===== config.mk =====
export PLATFORM = sky130hd
export DESIGN_NAME = key_conditioner
export DESIGN_NICKNAME = d
export VERILOG_FILES = /design/src/rtl/key_conditioner.sv
export SDC_FILE = /design/constraint.sdc
export NUM_CORES = 1
export LEC_CHECK = 0
export ABC_AREA = 1
export CELL_PAD_IN_SITES_DETAIL_PLACEMENT = 0
export CELL_PAD_IN_SITES_GLOBAL_PLACEMENT = 1
export CORE_MARGIN = 2
export CORE_UTILIZATION = 49
export DETAILED_ROUTE_END_ITERATION = 6
export PLACE_DENSITY = 0.87
export SLEW_MARGIN = 10
export SYNTH_ARGS = -nofsm -noshare
export SYNTH_HDL_FRONTEND = slang
export SYNTH_SLANG_ARGS = --single-unit

===== constraint.sdc =====
create_clock -name i_clk -period 3.4 [get_ports i_clk]
set_input_delay 0.68 -clock i_clk [delete_from_list [all_inputs] [get_ports i_clk]]
set_output_delay 0.68 -clock i_clk [all_outputs]
set_load 0.05 [all_outputs]

===== src/rtl/key_conditioner.sv =====
// Synchronizes and debounces the start/prev pushbuttons; emits a start pulse and a prev toggle.
// Optional start-key auto-repeat is enabled by defining KEY_AUTOREPEAT_EN.
module key_conditioner #(
   parameter int unsigned DEBOUNCE_CYCLES = 500000,
   parameter int unsigned HOLD_CYCLES     = 25000000,
   parameter int unsigned REPEAT_CYCLES   = 5000000,
   parameter int unsigned CNT_W           = 25
) (
   input  logic       i_clk,
   input  logic       i_rst_n,
   input  logic       i_key_start_n,
   input  logic       i_key_prev_n,
   output logic       o_start,
   output logic       o_prev_random,
   output logic [1:0] o_key_state
);

   typedef enum logic [1:0] {StReleased, StPressChk, StPressed, StReleaseChk} key_fsm_e;

   localparam logic [CNT_W-1:0] DbLast = CNT_W'(DEBOUNCE_CYCLES - 1);

   // Index 0 = start key, 1 = prev key throughout.
   logic [1:0]       sync1_q, sync2_q;
   logic [1:0]       pressed;
   key_fsm_e         state_q [2];
   key_fsm_e         state_d [2];
   logic [CNT_W-1:0] cnt_q [2];
   logic [CNT_W-1:0] cnt_d [2];
   logic [1:0]       press_evt;
   logic [1:0]       key_state;
   logic             start_evt;
   logic             start_q, start_d;
   logic             prev_random_q, prev_random_d;

   always_ff @(posedge i_clk or negedge i_rst_n) begin
      if (!i_rst_n) begin
         sync1_q <= 2'b11;
         sync2_q <= 2'b11;
      end else begin
         sync1_q <= {i_key_prev_n, i_key_start_n};
         sync2_q <= sync1_q;
      end
   end

   assign pressed = ~sync2_q;

   // State register
   always_ff @(posedge i_clk or negedge i_rst_n) begin
      if (!i_rst_n) begin
         for (int k = 0; k < 2; k++) begin
            state_q[k] <= StReleased;
            cnt_q[k]   <= '0;
         end
      end else begin
         for (int k = 0; k < 2; k++) begin
            state_q[k] <= state_d[k];
            cnt_q[k]   <= cnt_d[k];
         end
      end
   end

   // Next-state logic; the counter is cleared on every state entry
   always_comb begin
      for (int k = 0; k < 2; k++) begin
         state_d[k] = state_q[k];
         cnt_d[k]   = cnt_q[k];
         unique case (state_q[k])
            StReleased: begin
               if (pressed[k]) begin
                  state_d[k] = StPressChk;
                  cnt_d[k]   = '0;
               end
            end
            StPressChk: begin
               if (!pressed[k]) begin
                  state_d[k] = StReleased;
                  cnt_d[k]   = '0;
               end else if (cnt_q[k] == DbLast) begin
                  state_d[k] = StPressed;
                  cnt_d[k]   = '0;
               end else begin
                  cnt_d[k] = cnt_q[k] + 1'b1;
               end
            end
            StPressed: begin
               if (!pressed[k]) begin
                  state_d[k] = StReleaseChk;
                  cnt_d[k]   = '0;
               end
            end
            StReleaseChk: begin
               if (pressed[k]) begin
                  state_d[k] = StPressed;
                  cnt_d[k]   = '0;
               end else if (cnt_q[k] == DbLast) begin
                  state_d[k] = StReleased;
                  cnt_d[k]   = '0;
               end else begin
                  cnt_d[k] = cnt_q[k] + 1'b1;
               end
            end
         endcase
      end
   end

   // FSM outputs
   always_comb begin
      key_state = '0;
      press_evt = '0;
      for (int k = 0; k < 2; k++) begin
         key_state[k] = (state_q[k] == StPressed) || (state_q[k] == StReleaseChk);
         press_evt[k] = (state_q[k] == StPressChk) && pressed[k] && (cnt_q[k] == DbLast);
      end
   end

`ifdef KEY_AUTOREPEAT_EN
   localparam logic [CNT_W-1:0] HoldLast = CNT_W'(HOLD_CYCLES - 1);
   localparam logic [CNT_W-1:0] RepLast  = CNT_W'(REPEAT_CYCLES - 1);

   logic             stay_pressed;
   logic [CNT_W-1:0] hold_cnt_q, hold_cnt_d;
   logic             repeat_q, repeat_d;
   logic             repeat_evt;

   assign stay_pressed = (state_q[0] == StPressed) && (state_d[0] == StPressed);

   // First wait is HOLD_CYCLES, then every REPEAT_CYCLES; any exit from StPressed restarts it
   always_comb begin
      hold_cnt_d = '0;
      repeat_d   = 1'b0;
      repeat_evt = 1'b0;
      if (stay_pressed) begin
         repeat_d = repeat_q;
         if (hold_cnt_q == (repeat_q ? RepLast : HoldLast)) begin
            repeat_evt = 1'b1;
            repeat_d   = 1'b1;
         end else begin
            hold_cnt_d = hold_cnt_q + 1'b1;
         end
      end
   end

   always_ff @(posedge i_clk or negedge i_rst_n) begin
      if (!i_rst_n) begin
         hold_cnt_q <= '0;
         repeat_q   <= 1'b0;
      end else begin
         hold_cnt_q <= hold_cnt_d;
         repeat_q   <= repeat_d;
      end
   end

   assign start_evt = press_evt[0] | repeat_evt;
`else
   assign start_evt = press_evt[0];
`endif

   // Start wins over a simultaneous prev event
   always_comb begin
      start_d       = start_evt;
      prev_random_d = prev_random_q;
      if (start_evt) begin
         prev_random_d = 1'b0;
      end else if (press_evt[1]) begin
         prev_random_d = ~prev_random_q;
      end
   end

   always_ff @(posedge i_clk or negedge i_rst_n) begin
      if (!i_rst_n) begin
         start_q       <= 1'b0;
         prev_random_q <= 1'b0;
      end else begin
         start_q       <= start_d;
         prev_random_q <= prev_random_d;
      end
   end

   assign o_start       = start_q;
   assign o_prev_random = prev_random_q;
   assign o_key_state   = key_state;

endmodule


Word-level counts from Yosys, hierarchy flattened
Cells that the tools add are included.
W data, S select, Z words.
{ "totals": {"register_bits": 60, "latch_bits": 0, "mem_bits_rw": 0, "romBits": 0, "inputBits": 4, "out_inout_bits": 4, "word_cells": 69, "memories": 0} }
{ "classes": {"n_addsub": 2, "mul": 0, "div": 0, "order_cmp": 0, "n_eq_ne": 16, "n_shift": 0, "mux": 28, "n_bitwise": 2, "reduce_logical": 13} }
{ "ops": {"columns": ["cell", "count"], "rows": [
  ["$mux W25", 10],
  ["$pmux W25 S4", 2],
  ["$add A25 B1 Y25 const B", 2],
  ["$eq A25 B19 Y1 const B", 2],
  ["$mux W2", 12],
  ["$pmux W2 S4", 2],
  ["$ne A3 B3 Y1 const B", 4],
  ["$eq A2 B2 Y1 const B", 4],
  ["$ne A2 B2 Y1 const B", 4],
  ["$reduce_and A4 Y1", 2],
  ["$eq A2 B1 Y1 const B", 2],
  ["$logic_and A1 B1 Y1", 4],
  ["$logic_not A2 Y1", 2],
  ["$reduce_and A2 Y1", 2],
  ["$logic_or A1 B1 Y1", 2],
  ["$mux W1", 2],
  ["$not A2 Y2", 1],
  ["$reduce_bool A2 Y1", 1],
  ["$not A1 Y1", 1]
]} }

Longest topological paths before layout
{ "logic_depth": {"word_depth": 5, "mapped_depth": 10, "depth_no_buf": 10} }

Worst setup path after synthesis
Ideal clock, no wire load.
{ "synth_timing": {"kind": "flip-flop to output port", "startpoint": "register with a tool-made name", "endpoint": "output port o_key_state[1]", "arrival_time_ps": 814, "slack_ps": 1906, "stages_incl_launch_ff": 2, "path_cell_list": "dfrtp_1 > clkbuf_1"} }
{ "synth_lines": {"columns": ["element", "line", "rtl"], "rows": [
  ["end: declaration", "15", "output logic [1:0] o_key_state"]
]} }

==> flow_metrics.py <==
metrics = {
    "run_status": {
        "status": "completed",
    },
    "worst_hold_path": {
        "hp-class": "register to register",
    },
    "synthesis": {
        "syn_avg_cell_area_sq_um": 6.679,
        "synth-adder-area-share": 0.006244,
        "ys_ff_latch": 60,
        "synth.distinct_cells": 32,
        "synth_xor_area_frac": 0.02623,
        "yosys.area_share.simple": 0.4483,
        "synth_top_family_by_area": "simple AND/OR/NAND/NOR gates",
        "yosysSeqAreaShare": 0.3759,
        "netlist_area_sq_mm": 0.004008,
        "synth_cells": 600,
        "synth.net_count": 606,
        "synth_compound_gate_area_share": 0.05401,
        "synthMuxAreaShare": 0,
        "ys_warn_count": 0,
    },
    "timing": {
        "maxSlewViolCount": 0,
        "rsz0062_at_grt": "no",
        "fmax_mhz": 449.7,
        "period_share": 0.6540,
        "setup_violations": 0,
        "relSlewSlack": 0.4776,
        "tightest_slew_ns": 0.7835,
        "skew_ns": 0.01095,
        "finalHoldViolations": 0,
        "setup-tns-final_ns": 0,
        "period_needed_ns": 2.224,
    },
    "setup_path": {
        "required_ns": 2.72,
        "slowest_delay_ns": 0.82,
        "worst-path-buf-inv": 1,
        "critPathMaxFanout": 4,
        "crit_chain": "clkdlybuf4s50_1",
        "crit_type": "register to output port",
        "path_delay_family": "buffers and inverters",
        "cp-end-kind": "output port",
        "cp.arrival_ns": 1.54,
        "crit_path_top_delay_cell": "clkdlybuf4s50_1",
        "start_kind": "register",
    },
    "cts": {
        "numCtsBuffers": 9,
        "cts.path.max_buffers": 2,
        "cts_resized": 0,
        "cts_tree": "done",
        "clockRootBuffer": "clkbuf_8",
        "postCtsHoldBufs": 0,
        "clock_sinks": 60,
        "ctsHtreeMaxLevel": 3,
        "post-cts-setup-buffers": 0,
        "clk_latency_ns": 0.35,
        "path_clk_slew_ns": 0.07,
    },
    "grt": {
        "grt_pass1_vias": 3573,
        "grt_max_degree": 61,
        "antenna_found_initial": 0,
        "gr-total-overflow": 0,
        "grt_util_all_layers": 0.2370,
        "grt_pass1_wl_um": 16440,
    },
    "die": {
        "dieArea_sq_mm": 0.008918,
        "ios": 8,
        "coreArea_sq_mm": 0.007807,
        "start_util": 0.5133,
        "fp-row-count": 32,
        "die_h_um": 94.44,
        "dieWidth_um": 94.44,
    },
    "pwr": {
        "pwr-share-clk": 0.357,
        "peakVddDrop_v": 0.0002833,
        "power_mw": 1.989,
        "swShare": 0.3534,
        "leakagePower_nw": 1.960,
        "combPwrFrac": 0.232,
        "power.density_mw_per_mm2": 460.6,
        "switchingPower_mw": 0.7029,
        "seq_power_share": 0.412,
        "p_int_mw": 1.286,
    },
    "cells_and_area": {
        "fin_nets": 610,
        "syn_to_final_growth_pct": 7.743,
        "n_fill_cell": 801,
        "drive_above_1_share": 0.09704,
        "regArea_sq_mm": 0.001506,
        "stdcell_area_sq_mm": 0.004318,
        "multi_input_area_sq_mm": 0.002143,
        "diodes": 0,
    },
    "placed_design": {
        "hpwlAfterDp_um": 6594,
        "dpl_cell_area_sq_mm": 0.004105,
        "place.gp.congestion": 0.8188,
        "portBuffers": 7,
    },
    "routing": {
        "wirelength_um": 9573,
        "via_count": 3679,
        "wl_per_cell_um": 13.48,
        "drt_pre_antenna_iters": 4,
        "ant_nets": 0,
        "drt_iter0_markers": 149,
        "vias_per_cell": 5.182,
        "drc": 0,
    },
    "run": {
        "maxCapViolCount": 0,
    },
}
## synth_stat cells
| cell type | number | area, sq um |
|---|---|---|
| a21oi_1 | 3 | 15.01 |
| a21oi_2 | 1 | 8.760 |
| and2_1 | 5 | 31.28 |
| buf_2 | 6 | 30.03 |
| buf_6 | 5 | 56.30 |
| clkbuf_1 | 3 | 11.26 |
| clkbuf_2 | 1 | 5.000 |
| dfrtp_1 | 56 | 1401 |
| dfstp_2 | 4 | 105.1 |
| ha_1 | 2 | 25.02 |
| inv_1 | 60 | 225.2 |
| inv_2 | 8 | 30.03 |
| nand2_1 | 210 | 788.3 |
| nand2_2 | 8 | 50.05 |
| nand3_1 | 65 | 325.3 |
| nand3_2 | 4 | 40.04 |
| nand3b_1 | 3 | 22.52 |
| nand4_1 | 14 | 87.58 |
| nor2_1 | 76 | 285.3 |
| nor2_2 | 8 | 50.05 |
| nor2_4 | 7 | 78.83 |
| nor3_1 | 3 | 15.01 |
| nor3_2 | 1 | 10.01 |
| o21ai_0 | 13 | 65.06 |
| o21ai_1 | 4 | 20.02 |
| o21ai_2 | 1 | 8.760 |
| o21bai_1 | 4 | 30.03 |
| o22ai_1 | 11 | 68.82 |
| or2_1 | 1 | 6.260 |
| or2_2 | 1 | 6.260 |
| xnor2_1 | 2 | 17.52 |
| xor2_1 | 10 | 87.58 |
## final timing paths
kind / from / endpoint / slack (ns) / cells past startpoint
min: sync1_q[0]$_DFF_PN1_ / sync2_q[0]$_DFF_PN1_ / 0.35 / 0
max in group asynchronous: i_rst_n / cnt_q[33]$_DFFE_PN0P_ / 2.39 / 2
max: register / o_key_state[1] / 1.18 / 1
max reg2reg: sync2_q[0]$_DFF_PN1_ / cnt_q[40]$_DFFE_PN0P_ / 1.54 / 5
min in group asynchronous: i_rst_n / cnt_q[6]$_DFFE_PN0P_ / 0.51 / 2
min reg2reg: sync1_q[0]$_DFF_PN1_ / sync2_q[0]$_DFF_PN1_ / 0.35 / 0
## area by class of cell
type | count | share of cell area
multi-input cells | 457 | 0.4964
flip-flops and latches | 60 | 0.3489
inverters | 68 | 0.05911
clock buffers | 14 | 0.04231
well taps | 102 | 0.02956
repair buffers | 8 | 0.01681
clock inverters | 1 | 0.006955
## through the flow
stage | utilization | worst slack, ns | hold slack [ns] | instances
floorplan | - | 1.906 | 0.3452 | 600
global placement | 0.5258 | 1.554 | 0.3464 | 695
detailed placement | 0.5258 | 1.540 | 0.3479 | 695
CTS | 0.5530 | 1.158 | 0.3556 | 710
global route | 0.5530 | 1.133 | 0.3532 | 710
finish | 0.5530 | 1.176 | 0.3546 | 710
## state kept, by name, indices dropped and copies added, names as in the netlist, named ones only
| name | cells |
|---|---|
| sync1_q | 2 |
| cnt_q | 50 |
| state_q | 2 |
| sync2_q | 2 |
| o_start | 1 |
| o_prev_random | 1 |
## power groups by stage
stage / combinational, mW / clock (mW) / sequential [mW]
floorplan: 0.377 / 0 / 0.818
global placement: 0.456 / 0 / 0.830
detailed placement: 0.464 / 0 / 0.832
CTS: 0.464 / 0.725 / 0.819
global route: 0.518 / 0.754 / 0.827
finish: 0.461 / 0.710 / 0.819
## per-layer routing
| metal | track usage | up-vias | wire, um |
|---|---|---|---|
| li1 | - | 1892 | - |
| met1 | 0.2936 | 1718 | 4313 |
| met2 | 0.4244 | 60 | 4833 |
| met3 | 0.03192 | 9 | 316 |
| met4 | 0.07971 | 0 | 109 |
| met5 | 0 | - | 0 |
## cells in the final DEF, fill, tap and decap left out, types with 3 or more instances in the layout
master	Yosys	layout
nand2_2	8	8
dfstp_2	4	4
o21ai_1	4	4
nor2_2	8	8
a21oi_1	3	3
nand2_1	210	210
nand4_1	14	14
nor3_1	3	3
nand3_2	4	4
o21bai_1	4	4
inv_2	8	8
o22ai_1	11	11
and2_1	5	5
xor2_1	10	10
dfrtp_1	56	56
nand3_1	65	65
nor2_4	7	7
nor2_1	76	76
o21ai_0	13	13
clkbuf_8	0	13
nand3b_1	3	3
inv_1	60	60
clkdlybuf4s50_1	0	6
## logic make-up after synthesis
group	Yosys count
adders and majority gates	2
buffers and inverters	83
xor gates and xnor gates	12
and+or+nand+nor	406
AOI/OAI and AO/OA	37
DFF	60
Power figures use the tool's default switching activity.
